==> src/rtl/generador_onda_cuadrada_pkg.sv <==
// Shared definitions for the programmable square-wave generator.
// Holds the default widths/rates and the FSM state encodings used by
// generador_onda_cuadrada; imported with generador_onda_cuadrada_pkg::*.
package generador_onda_cuadrada_pkg;

    // Default period width (microseconds) and board clock cycles per 1 us.
    localparam int unsigned CANT_BITS_DEF     = 12;
    localparam int unsigned CICLOS_POR_US_DEF = 50;

    // FSM state encodings.
    localparam logic [1:0] PARADO = 2'd0;
    localparam logic [1:0] ALTO   = 2'd1;
    localparam logic [1:0] BAJO   = 2'd2;

endpackage

==> src/rtl/generador_onda_cuadrada_divisor.sv <==
// divisor_tick_us: microsecond prescaler.
// Counts 0..CICLOS_POR_US-1 and asserts tick in the last count, then wraps.
// Ports:
//   reloj_FPGA  in   clock, rising edge
//   reset       in   asynchronous, active-high
//   limpiar     in   synchronous clear (restarts the microsecond)
//   tick        out  high in the last cycle of each microsecond
module divisor_tick_us #(
    parameter int unsigned CICLOS_POR_US = 50
) (
    input  logic reloj_FPGA,
    input  logic reset,
    input  logic limpiar,
    output logic tick
);

    localparam int unsigned W = (CICLOS_POR_US > 1) ? $clog2(CICLOS_POR_US) : 1;
    localparam logic [W-1:0] ULTIMO = W'(CICLOS_POR_US - 1);

    logic [W-1:0] presc_q;
    logic [W-1:0] presc_d;

    always_comb begin
        tick = (presc_q == ULTIMO);
        if (limpiar || tick) begin
            presc_d = '0;
        end else begin
            presc_d = presc_q + 1'b1;
        end
    end

    always_ff @(posedge reloj_FPGA or posedge reset) begin
        if (reset) begin
            presc_q <= '0;
        end else begin
            presc_q <= presc_d;
        end
    end

endmodule

==> src/rtl/generador_onda_cuadrada.sv <==
// generador_onda_cuadrada: programmable square-wave generator.
// Generates onda_cuadrada with a period of periodo_nuevo microseconds. New
// periods are staged in a pending slot and only applied at a period boundary,
// so the output never glitches. A requested period of 0 or 1 stops the wave.
// Optional macro GEN_CICLO_TRABAJO_EN adds alto_nuevo (high time in us);
// without it the split is high = P - (P>>1), low = P>>1.
// Ports:
//   reloj_FPGA        in   clock, rising edge
//   reset             in   asynchronous, active-high
//   periodo_nuevo     in   requested period in us (0/1 = stop)
//   cargar            in   1-cycle strobe, writes the pending slot
//   alto_nuevo        in   requested high time (GEN_CICLO_TRABAJO_EN only)
//   onda_cuadrada     out  generated wave
//   flanco_pos        out  1-cycle pulse on each 0->1 of the wave
//   activo            out  generator running
//   cambio_pendiente  out  pending slot not yet applied
//   periodo_actual    out  period being generated (0 when stopped)
module generador_onda_cuadrada
    import generador_onda_cuadrada_pkg::*;
#(
    parameter int unsigned CANT_BITS     = CANT_BITS_DEF,
    parameter int unsigned CICLOS_POR_US = CICLOS_POR_US_DEF
) (
    input  logic                 reloj_FPGA,
    input  logic                 reset,
    input  logic [CANT_BITS-1:0] periodo_nuevo,
    input  logic                 cargar,
`ifdef GEN_CICLO_TRABAJO_EN
    input  logic [CANT_BITS-1:0] alto_nuevo,
`endif
    output logic                 onda_cuadrada,
    output logic                 flanco_pos,
    output logic                 activo,
    output logic                 cambio_pendiente,
    output logic [CANT_BITS-1:0] periodo_actual
);

    logic [1:0]           estado_q,   estado_d;
    logic                 onda_q,     onda_d;
    logic                 flanco_q,   flanco_d;
    logic [CANT_BITS-1:0] per_q,      per_d;
    logic [CANT_BITS-1:0] alto_q,     alto_d;
    logic [CANT_BITS-1:0] bajo_q,     bajo_d;
    logic [CANT_BITS-1:0] cuenta_q,   cuenta_d;
    logic                 pend_q,     pend_d;
    logic [CANT_BITS-1:0] pend_per_q, pend_per_d;
`ifdef GEN_CICLO_TRABAJO_EN
    logic [CANT_BITS-1:0] pend_alto_q, pend_alto_d;
`endif

    logic                 tick;
    logic                 limpiar;
    logic                 pend_valido;
    logic [CANT_BITS-1:0] h_pend;
    logic [CANT_BITS-1:0] l_pend;

    divisor_tick_us #(
        .CICLOS_POR_US (CICLOS_POR_US)
    ) u_divisor (
        .reloj_FPGA (reloj_FPGA),
        .reset      (reset),
        .limpiar    (limpiar),
        .tick       (tick)
    );

    // High/low split of the pending value, computed once when it is applied.
    always_comb begin
        pend_valido = (pend_per_q >= CANT_BITS'(2));
        h_pend      = pend_per_q - (pend_per_q >> 1);
`ifdef GEN_CICLO_TRABAJO_EN
        // Out-of-range high times fall back to the ceil split.
        if ((pend_alto_q != '0) && (pend_alto_q < pend_per_q)) begin
            h_pend = pend_alto_q;
        end
`endif
        l_pend = pend_per_q - h_pend;
    end

    always_comb begin
        estado_d   = estado_q;
        onda_d     = onda_q;
        flanco_d   = 1'b0;
        per_d      = per_q;
        alto_d     = alto_q;
        bajo_d     = bajo_q;
        cuenta_d   = cuenta_q;
        pend_d     = pend_q;
        pend_per_d = pend_per_q;
`ifdef GEN_CICLO_TRABAJO_EN
        pend_alto_d = pend_alto_q;
`endif
        limpiar    = 1'b0;

        case (estado_q)
            PARADO: begin
                if (pend_q) begin
                    pend_d = 1'b0;
                    if (pend_valido) begin
                        per_d    = pend_per_q;
                        alto_d   = h_pend;
                        bajo_d   = l_pend;
                        cuenta_d = '0;
                        onda_d   = 1'b1;
                        flanco_d = 1'b1;
                        limpiar  = 1'b1;
                        estado_d = ALTO;
                    end
                end
            end
            ALTO: begin
                if (tick) begin
                    if (cuenta_q == alto_q - 1'b1) begin
                        onda_d   = 1'b0;
                        cuenta_d = '0;
                        estado_d = BAJO;
                    end else begin
                        cuenta_d = cuenta_q + 1'b1;
                    end
                end
            end
            BAJO: begin
                if (tick) begin
                    if (cuenta_q == bajo_q - 1'b1) begin
                        // Period boundary: the only point where the slot is consumed.
                        cuenta_d = '0;
                        if (!pend_q || pend_valido) begin
                            if (pend_q) begin
                                per_d  = pend_per_q;
                                alto_d = h_pend;
                                bajo_d = l_pend;
                            end
                            pend_d   = 1'b0;
                            onda_d   = 1'b1;
                            flanco_d = 1'b1;
                            limpiar  = 1'b1;
                            estado_d = ALTO;
                        end else begin
                            pend_d   = 1'b0;
                            per_d    = '0;
                            onda_d   = 1'b0;
                            estado_d = PARADO;
                        end
                    end else begin
                        cuenta_d = cuenta_q + 1'b1;
                    end
                end
            end
            default: begin
                estado_d = PARADO;
                onda_d   = 1'b0;
                per_d    = '0;
            end
        endcase

        // A load in the same cycle as a boundary lands after the old slot was used.
        if (cargar) begin
            pend_d     = 1'b1;
            pend_per_d = periodo_nuevo;
`ifdef GEN_CICLO_TRABAJO_EN
            pend_alto_d = alto_nuevo;
`endif
        end
    end

    always_ff @(posedge reloj_FPGA or posedge reset) begin
        if (reset) begin
            estado_q   <= PARADO;
            onda_q     <= 1'b0;
            flanco_q   <= 1'b0;
            per_q      <= '0;
            alto_q     <= '0;
            bajo_q     <= '0;
            cuenta_q   <= '0;
            pend_q     <= 1'b0;
            pend_per_q <= '0;
`ifdef GEN_CICLO_TRABAJO_EN
            pend_alto_q <= '0;
`endif
        end else begin
            estado_q   <= estado_d;
            onda_q     <= onda_d;
            flanco_q   <= flanco_d;
            per_q      <= per_d;
            alto_q     <= alto_d;
            bajo_q     <= bajo_d;
            cuenta_q   <= cuenta_d;
            pend_q     <= pend_d;
            pend_per_q <= pend_per_d;
`ifdef GEN_CICLO_TRABAJO_EN
            pend_alto_q <= pend_alto_d;
`endif
        end
    end

    assign onda_cuadrada    = onda_q;
    assign flanco_pos       = flanco_q;
    assign activo           = (estado_q != PARADO);
    assign cambio_pendiente = pend_q;
    assign periodo_actual   = per_q;

endmodule

==> config.mk <==
export PLATFORM = sky130hd
export DESIGN_NAME = generador_onda_cuadrada
export DESIGN_NICKNAME = d
export VERILOG_FILES = /design/src/rtl/generador_onda_cuadrada_pkg.sv /design/src/rtl/generador_onda_cuadrada_divisor.sv /design/src/rtl/generador_onda_cuadrada.sv
export SDC_FILE = /design/constraint.sdc
export NUM_CORES = 1
export LEC_CHECK = 0
export ABC_AREA = 1
export BUFFER_PORTS_ARGS = -buffer_cell sky130_fd_sc_hd__buf_2
export CORE_MARGIN = 2
export CORE_UTILIZATION = 25
export DETAILED_ROUTE_END_ITERATION = 6
export PLACE_DENSITY = 0.49
export SYNTH_ARGS = -nofsm -noshare
export SYNTH_HDL_FRONTEND = slang
export SYNTH_SLANG_ARGS = --single-unit
==> constraint.sdc <==
create_clock -name reloj_FPGA -period 3.2 [get_ports reloj_FPGA]
set_clock_uncertainty 0.2 [all_clocks]
set_input_delay 0.64 -clock reloj_FPGA [delete_from_list [all_inputs] [get_ports reloj_FPGA]]
set_output_delay 0.64 -clock reloj_FPGA [all_outputs]
set_load 0.01 [all_outputs]
### Word-level counts from Yosys, hierarchy flattened

Index checks and enable logic that the tools add are counted.

* bits of input ports: 15
* output and inout bits: 16
* flip-flop bits (word level): 71
* logic and storage cells: 101

* reductions and logical operators: 13
* $add $sub $neg: 6
* order comparisons: 1
* bitwise logic cells: 1
* mux-type cells: 54
* equality and inequality tests: 16

Operator list (count)
* 12-bit 2-to-1 mux: 24
* 12-bit one-hot mux with 3 select lines: 2
* 12-bit one-hot mux with 2 select lines: 2
* 12-bit == test: 2
* 12-bit by 1-bit subtractor with 12-bit output (second input constant): 2
* 2-bit inequality test (second input constant): 8
* 1-bit 2-to-1 mux: 15
* 12-bit by 1-bit adder with 12-bit output (second input constant): 1
* 12-bit by 2-bit greater-or-equal comparator with 1-bit output (second input constant): 1
* 2-bit 2-to-1 mux: 6
* 6-bit AND reduction: 2
* 12-bit by 11-bit subtractor with 12-bit output: 1
* 12-bit subtractor: 1
* 3-bit inequality test (second input constant): 3
* 7-bit AND reduction: 1
* 6-bit by 1-bit adder with 6-bit output (second input constant): 1
* 6-bit == test (second input constant): 1
* 6-bit 2-to-1 mux: 1
* 2-bit one-hot mux with 3 select lines: 1
* 3-bit nonzero test: 2
* 5-bit AND reduction: 1
* 1-bit one-hot mux with 2 select lines: 2
* 2-bit nonzero test: 2
* 1-bit one-hot mux with 3 select lines: 1
* other kinds (7): 8

### Logic depth before layout (Yosys ltp)

Gate-level depths: netlist of the first run.

* depth in word-level cells: 8
* gate-level depth with buffers: 19
* depth with buffers taken out: 19

### Cells and area by module

A second synthesis of the first run with hierarchy kept.

* cells, all modules: 719
* area, all modules: 5192.5 µm²

Modules (own cells, without submodules)
* generador_onda_cuadrada: cells an instance 686, sequential area each 1626.6 µm², area an instance 4875.9 µm², times used 1
* divisor_tick_us: cells an instance 33, sequential area each 150.1 µm², area an instance 316.6 µm², times used 1

### Worst setup path after synthesis of the first run

No wires, ideal clock.

* kind: reg2reg
* start point: register pend_per_q[1]
* end point: register bajo_q[9]
* stages on the path, launching flop included: 18
* arrival: 2827 ps
* required time: 2934 ps
* setup time: 66 ps
* path buffers: 1
* period minus slack after synthesis: 3093 ps
* slack: 107 ps
* cell sequence: dfrtp_1 ha_1 inv_1 fa_1 clkbuf_1 nand3_1 nand3_1 nand3_1 nand2_1 xor2_1 ha_1 nand2_1 nor2_1 nand3_1 nand3_1 xor2_1 nand4_1 nand2_1

* word-level cells in the longest chain between the ends: 7
* elaborated cells between the ends (all ways): 14
* those cells by class: 2 x add/sub; 1 x order compare; 2 x eq/ne; 7 x mux; 2 x reduce/logical

Ends and longest elaborated chain
* start: declaration: line generador_onda_cuadrada.sv:46 `logic [CANT_BITS-1:0] pend_per_q, pend_per_d;`
* start signal: assignment: line generador_onda_cuadrada.sv:188 `pend_per_q <= pend_per_d;`
* 12-bit by 11-bit subtractor with 12-bit output: line generador_onda_cuadrada.sv:69 `h_pend = pend_per_q - (pend_per_q >> 1);`
* 12-bit subtractor: line generador_onda_cuadrada.sv:76 `l_pend = pend_per_q - h_pend;`
* 12-bit 2-to-1 mux: line generador_onda_cuadrada.sv:127 `if (pend_q) begin`
* 12-bit 2-to-1 mux: line generador_onda_cuadrada.sv:126 `if (!pend_q || pend_valido) begin`
* 12-bit 2-to-1 mux: line generador_onda_cuadrada.sv:123 `if (cuenta_q == bajo_q - 1'b1) begin`
* 12-bit 2-to-1 mux: line generador_onda_cuadrada.sv:122 `if (tick) begin`
* 12-bit one-hot mux with 2 select lines: line generador_onda_cuadrada.sv:94 `case (estado_q)`
* end signal: assignment: line generador_onda_cuadrada.sv:185 `bajo_q <= bajo_d;`
* end: declaration: line generador_onda_cuadrada.sv:43 `logic [CANT_BITS-1:0] bajo_q, bajo_d;`

Several ways; a longest one is shown, not always the timed one. The select of a mux whose other input is x is not followed.
A chain may end at the register's enable or synchronous reset.

### Final worst setup path of the first run

* start point: register pend_per_q[3]
* end point: register bajo_q[8]

The elaborated chain is that of the path after synthesis.

==> flow_metrics.env, run 1 <==
export IMPL_status="completed"
export IMPL_fp_dieW_um=154
export IMPL_die_y_um=154
export IMPL_postCtsHoldBufs=0
export IMPL_h_tree_depth=3
export IMPL_antenna_found_initial=0
export IMPL_clock_fmax_mhz=329
export IMPL_grt_overflow=0
export IMPL_clock_path_buffers=2
export IMPL_power_density_nw_per_um2=872
export IMPL_crit_path_max_incr_delay_ps=390
export IMPL_yosys_area_top_type="dfrtp_1"
export IMPL_ys_top_cells_by_count="nand2_1, inv_1, nor2_1, nand3_1, dfrtp_1"
export IMPL_grt_pass1_wl_um=26000
export IMPL_routedWlPerCell_um=13.2
export IMPL_nets=929
export IMPL_syn_nets=876
export IMPL_grt_pass1_vias=5107
export IMPL_start_kind="flip-flop"
export IMPL_min_path_type="primary input to asynchronous set/reset pin"
export IMPL_synth_edf_count=0
export IMPL_critical_path_class="flip-flop to flip-flop"
export IMPL_ys_flop_type="dfrtp_1"
export IMPL_areaGrowthSynthToFinish_pct=21.0
export IMPL_ys_seq_area_frac=0.316
export IMPL_required_ps=3280
export IMPL_cts_made_buffers=9
export IMPL_whs_ps=270
export IMPL_start_util=0.256
export IMPL_worst_path_max_fanout=4
export IMPL_port_buffers=30
export IMPL_place_ws_ps=-58.1
export IMPL_drt_first_pass_iters=4
export IMPL_ys_warn_count=0
export IMPL_totalWireLength_um=15300
export IMPL_period_needed_ps=3040
export IMPL_syn_area_um2=5620
export IMPL_grt_max_degree=39
export IMPL_synth_most_common_cell="nand2_1"
export IMPL_insertedDiodeCount=0
export IMPL_clock_root_buffer="clkbuf_16"
export IMPL_clock_sinks=71
export IMPL_rows=54
export IMPL_p_leak_nw=3.50
export IMPL_worst_pin_slew_ps=872
export IMPL_clock_latency_ps=340
export IMPL_maxCapViolCount=0
export IMPL_period_share=0.949
export IMPL_ir_worst_vdd_uv=371
export IMPL_drive_gt1_frac=0.161
export IMPL_postSynthCellCount=819
export IMPL_crit_reg2reg_launch="pend_per_q[3]$_DFFE_PP0P_"
export IMPL_cts_tree="done"
export IMPL_hold_violations=0
export IMPL_clk_pin_slew_worst_paths_ps=60
export IMPL_avgSynthCellArea_um2=6.86
export IMPL_ant_nets=0
export IMPL_crit_slowest_cell="dfrtp_1"
export IMPL_first_iter_violations=293
export IMPL_gp_congestion=0.821
export IMPL_path_cells="inv_1 -> ha_4 -> inv_1 -> nand3_1 -> nand2_1 -> nand2_1 -> nand2_1 -> a21oi_1 -> or2_2 -> nand2_1 -> ha_4 -> a21oi_2 -> nor2_1 -> a211o_1 -> xor2_1 -> nand4_1 -> nand2_1"
export IMPL_arrival_ps=3120
export IMPL_synth_cell_types=36
export IMPL_worst_path_most_repeated_cell="nand2_1"
export IMPL_dpl_cell_count=1134
export IMPL_finalPower_mw=5.93
export IMPL_layoutNonFillerInstCount=1157
export IMPL_die_area_um2=23700
export IMPL_num_vias=5256
export IMPL_drc=0
export IMPL_post_dp_hpwl_um=11800
export IMPL_synthTopCellsByArea="dfrtp_1, nand2_1, ha_1"
export IMPL_boundaryPins=31
export IMPL_viasPerCell=4.54
export IMPL_track_usage=0.135
export IMPL_design_core_area_um2=22000
export IMPL_maxSlewHeadroom=0.418
export IMPL_async_flop_share=1.00
export IMPL_finalMaxSlewViolations=0
export IMPL_finalSetupViolCount=0
export IMPL_crit_start="pend_per_q[3]$_DFFE_PP0P_"
export IMPL_worst_slack_ps=163
export IMPL_crit_path_end_kind="flip-flop"
export IMPL_synth_top_area_frac=0.316
export IMPL_ys_ff_latch=71
[routing by layer]
metal	global-route usage	share of wire	wire length, µm	vias to the layer above
met3	0.0310	0.034	513	11
li1	-	-	-	2751
met4	0.0267	0.0082	125	0
met5	0	0	0	-
met2	0.215	0.46	6960	77
met1	0.188	0.50	7670	2417
[kinds of logic after synthesis]
group                      after synthesis  synth area share
AOI/OAI and AO/OA                       64            0.0628
xor gates and xnor gates                36            0.0561
adders and majority gates               42            0.0962
buffers and inverters                  132            0.0962
DFF                                     71             0.316
and+or+nand+nor                        474             0.373
[sequential cells by signal, summed over array words and instances, names as in the netlist]
register           count
flanco_pos             1
pend_per_q            12
u_divisor.presc_q      6
onda_cuadrada          1
cambio_pendiente       1
bajo_q                12
periodo_actual        12
estado_q               2
alto_q                12
cuenta_q              12
[cell usage in the layout, fill, tap and decap left out, drive strengths merged, types with 2 or more instances in the layout]
cell type / synthesis / final
buf: 12 / 69
nand3: 76 / 76
inv: 104 / 104
nor3: 7 / 7
nor2: 79 / 79
nand4: 54 / 54
xnor2: 12 / 12
fa: 2 / 2
a21o: 2 / 2
o21bai: 4 / 4
a31oi: 2 / 2
clkinvlp: 0 / 3
xor2: 24 / 24
a21boi: 2 / 2
clkinv: 1 / 3
ha: 40 / 40
o21ai: 32 / 32
nor4: 2 / 2
nand3b: 5 / 5
dfrtp: 71 / 71
nand2: 250 / 250
clkbuf: 15 / 10
a21oi: 19 / 19
[per-stage QoR]
step,util,setup TNS [ps],area [µm²]
after floorplan,-,0,5620
after global placement,0.284,-180,6230
after detailed placement,0.284,-152,6230
after CTS,0.299,0,6560
after global routing,0.310,-181,6800
final,0.310,0,6800
[timing repair]
action / 4_1_cts / 5_1_grt
endpoints found under the setup margin: 5 / 8
endpoints found under the hold margin: 0 / 0
resized for setup: 6 / 47
setup buffers: 1 / 6
pin swaps: 0 / 15
[worst paths after layout]
path / endpoint / slack (ps) / cells past startpoint
max: bajo_q[8]$_DFFE_PP0P_ / 160 / 17
min: cuenta_q[4]$_DFFE_PP0P_ / 270 / 2
max reg2reg: bajo_q[8]$_DFFE_PP0P_ / 160 / 17
min reg2reg: periodo_actual[10]$_DFFE_PP0P_ / 270 / 2
max in group asynchronous: pend_per_q[10]$_DFFE_PP0P_ / 1820 / 3
min in group reloj_FPGA: periodo_actual[10]$_DFFE_PP0P_ / 270 / 2
[where the power goes]
part	switching, mW	leakage (nW)	internal [mW]
combinational	2.14	2.45	1.24
clock	0.416	0.141	0.627
sequential	0.312	0.904	1.19
[layout make-up]
type / instances / area, µm²
multi-input cells: 616 / 3520
clock buffers: 10 / 239
clock inverters: 6 / 70.1
inverters: 105 / 394
flip-flops and latches: 71 / 1780
well taps: 280 / 350
fillers: 2360 / 15200
repair buffers: 69 / 455
[worst max-delay path, delay by kind of cell, from the launching register on]
kind	cells	cell delay [ps]
buffers and inverters	2	250
adder cells (fa/ha/maj)	2	470
AND/OR/NAND/NOR	9	1020
AO/OA/AOI/OAI	3	470
flip-flops	1	390
XOR/XNOR	1	170
(Power assumes the default switching activity.)
==> run 2, diff against run 1 <==
--- a/config.mk
+++ b/config.mk
@@ -7,10 +7,11 @@
 export LEC_CHECK = 0
 export ABC_AREA = 1
 export BUFFER_PORTS_ARGS = -buffer_cell sky130_fd_sc_hd__buf_2
-export CORE_MARGIN = 2
+export CORE_MARGIN = 1
 export CORE_UTILIZATION = 25
 export DETAILED_ROUTE_END_ITERATION = 6
-export PLACE_DENSITY = 0.49
+export PLACE_DENSITY = 0.47
+export REMOVE_ABC_BUFFERS = 1
 export SYNTH_ARGS = -nofsm -noshare
 export SYNTH_HDL_FRONTEND = slang
 export SYNTH_SLANG_ARGS = --single-unit
==> constraint.sdc (replaced) <==
create_clock -name reloj_FPGA -period 3.15 [get_ports reloj_FPGA]
set_clock_uncertainty 0.2 [all_clocks]
set_input_delay 0.63 -clock reloj_FPGA [delete_from_list [all_inputs] [get_ports reloj_FPGA]]
set_output_delay 0.63 -clock reloj_FPGA [all_outputs]
set_load 0.01 [all_outputs]
==> run 2 against run 1 <==
  * Power up 2.2%
  * Maximum frequency up 2.5%
  * Worst setup slack better by 25 ps
  * Critical path type unchanged
  * Critical endpoint is now bajo_q[9]$_DFFE_PP0P_
  * Largest power group unchanged
  * Highest routed layer unchanged
==> flow_metrics.env, run 2 (synthesis results as in run 1) <==
export IMPL_r2r_slack_ps=190
export IMPL_place_ws_ps=-94.0
export IMPL_drt_first_pass_iters=5
export IMPL_clock_path_buffers=2
export IMPL_ant_nets=0
export IMPL_grt_pass1_vias=5215
export IMPL_design_core_area_um2=22000
export IMPL_areaGrowthSynthToFinish_pct=23.7
export IMPL_r2r_end="bajo_q[9]$_DFFE_PP0P_"
export IMPL_die_y_um=152
export IMPL_first_iter_violations=208
export IMPL_drc=0
export IMPL_path_cells="inv_2 -> ha_4 -> inv_1 -> fa_2 -> a21o_1 -> xor2_2 -> inv_1 -> ha_4 -> nand2_1 -> nor2_1 -> nand3_1 -> nand3_1 -> xor2_1 -> nand4_1 -> nand2_1"
export IMPL_ir_worst_vdd_uv=334
export IMPL_finalSetupViolCount=0
export IMPL_whs_ps=142
export IMPL_cts_made_buffers=9
export IMPL_clock_root_buffer="clkbuf_16"
export IMPL_crit_slowest_cell="fa_2"
export IMPL_clk_pin_slew_worst_paths_ps=60
export IMPL_viasPerCell=4.52
export IMPL_critical_path_class="flip-flop to flip-flop"
export IMPL_clock_sinks=71
export IMPL_crit_family="adder cells"
export IMPL_routedWlPerCell_um=13.1
export IMPL_fp_dieW_um=152
export IMPL_min_path_type="primary input to asynchronous set/reset pin"
export IMPL_cts_tree="done"
export IMPL_clock_latency_ps=340
export IMPL_start_util=0.256
export IMPL_boundaryPins=31
export IMPL_p_leak_nw=3.57
export IMPL_crit_reg2reg_launch="pend_per_q[0]$_DFFE_PP0P_"
export IMPL_layout_commonest_cell="nand2_1"
export IMPL_rows=54
export IMPL_worst_slack_ps=188
export IMPL_grt_max_degree=48
export IMPL_hold_violations=0
export IMPL_gp_congestion=0.872
export IMPL_die_area_um2=23100
export IMPL_crit_path_end_kind="flip-flop"
export IMPL_port_buffers=30
export IMPL_start_kind="flip-flop"
export IMPL_maxSlewHeadroom=0.588
export IMPL_worst_pin_slew_ps=616
export IMPL_finalMaxSlewViolations=0
export IMPL_period_share=0.940
export IMPL_required_ps=3230
export IMPL_insertedDiodeCount=0
export IMPL_post_dp_hpwl_um=11800
export IMPL_nFillCells=2360
export IMPL_power_density_nw_per_um2=872
export IMPL_num_vias=5284
export IMPL_grt_pass1_wl_um=25700
export IMPL_ff2ff_path_depth=15
export IMPL_crit_path_max_incr_delay_ps=430
export IMPL_arrival_ps=3040
export IMPL_grt_overflow=0
export IMPL_drive_gt1_frac=0.183
export IMPL_worst_path_max_fanout=5
export IMPL_crit_buf_inv=3
export IMPL_antenna_found_initial=0
export IMPL_period_needed_ps=2960
export IMPL_status="completed"
export IMPL_totalWireLength_um=15400
export IMPL_maxCapViolCount=0
export IMPL_nets=942
export IMPL_track_usage=0.137
export IMPL_h_tree_depth=3
export IMPL_clock_fmax_mhz=338
export IMPL_most_common_layout_cells="nand2_1, inv_1, nor2_1"
## run 2: cell types whose count changed in the layout (fill, tap and decap cells not counted), moves of 3 or more
cell,before,now
inv_1,97,92
ha_4,6,10
clkinvlp_4,3,0
buf_4,38,49
clkinv_2,0,3
inv_2,7,12
## run 2: through the flow
| stage | area, µm² | utilization | setup TNS (ps) | cells | total power, mW |
|---|---|---|---|---|---|
| final | 6950 | 0.317 | 0 | 1170 | 6.06 |
| after global routing | 6950 | 0.317 | -106 | 1170 | 6.70 |
| after CTS | 6610 | 0.301 | 0 | 1158 | 5.94 |
| after detailed placement | 6260 | 0.285 | -322 | 1139 | 4.84 |
| after global placement | 6260 | 0.285 | -308 | 1139 | 4.84 |
| after floorplan | 5470 | - | 0 | 792 | 3.80 |
## run 2: repair_timing
action / in CTS / in global routing
pin swaps: 2 / 25
buffers inserted: 3 / 12
hold buffers: 0 / 0
resized for setup: 8 / 60
endpoints found under the setup margin: 6 / 7
## run 2: worst max-delay path by stage
stage                              start  cells past startpoint  slack, ps                      to
2_1_floorplan  pend_per_q[1]$_DFFE_PP0P_                     16         60  bajo_q[11]$_DFFE_PP0P_
3_3_place_gp   pend_per_q[6]$_DFFE_PP0P_                     16       -100   bajo_q[7]$_DFFE_PP0P_
3_5_place_dp   pend_per_q[6]$_DFFE_PP0P_                     16        -90   bajo_q[7]$_DFFE_PP0P_
4_1_cts        pend_per_q[6]$_DFFE_PP0P_                     16         20   bajo_q[7]$_DFFE_PP0P_
5_1_grt        pend_per_q[6]$_DFFE_PP0P_                     17        -70  bajo_q[10]$_DFFE_PP0P_
6_report       pend_per_q[0]$_DFFE_PP0P_                     15        190   bajo_q[9]$_DFFE_PP0P_
## run 2: layout make-up
type | count | area (µm²) | share of cell area
clock buffers | 12 | 246 | 0.0355
clock inverters | 4 | 45.0 | 0.00648
inverters | 105 | 394 | 0.0567
multi-input cells | 616 | 3580 | 0.514
flip-flops and latches | 71 | 1780 | 0.256
well taps | 280 | 350 | 0.0504
repair buffers | 82 | 561 | 0.0806
## run 2: where the power goes
| group | switching [mW] | total (mW) | internal, mW |
|---|---|---|---|
| sequential | 0.322 | 1.53 | 1.21 |
| clock | 0.393 | 1.02 | 0.631 |
| combinational | 2.18 | 3.51 | 1.33 |
## run 2: layer usage
metal	track usage	vias to the layer above	part of all wire	routed length [µm]
li1	-	2779	-	-
met1	0.179	2418	0.51	7820
met2	0.226	75	0.45	6920
met3	0.0268	12	0.030	458
met4	0.0481	0	0.012	183
met5	0	-	0	0
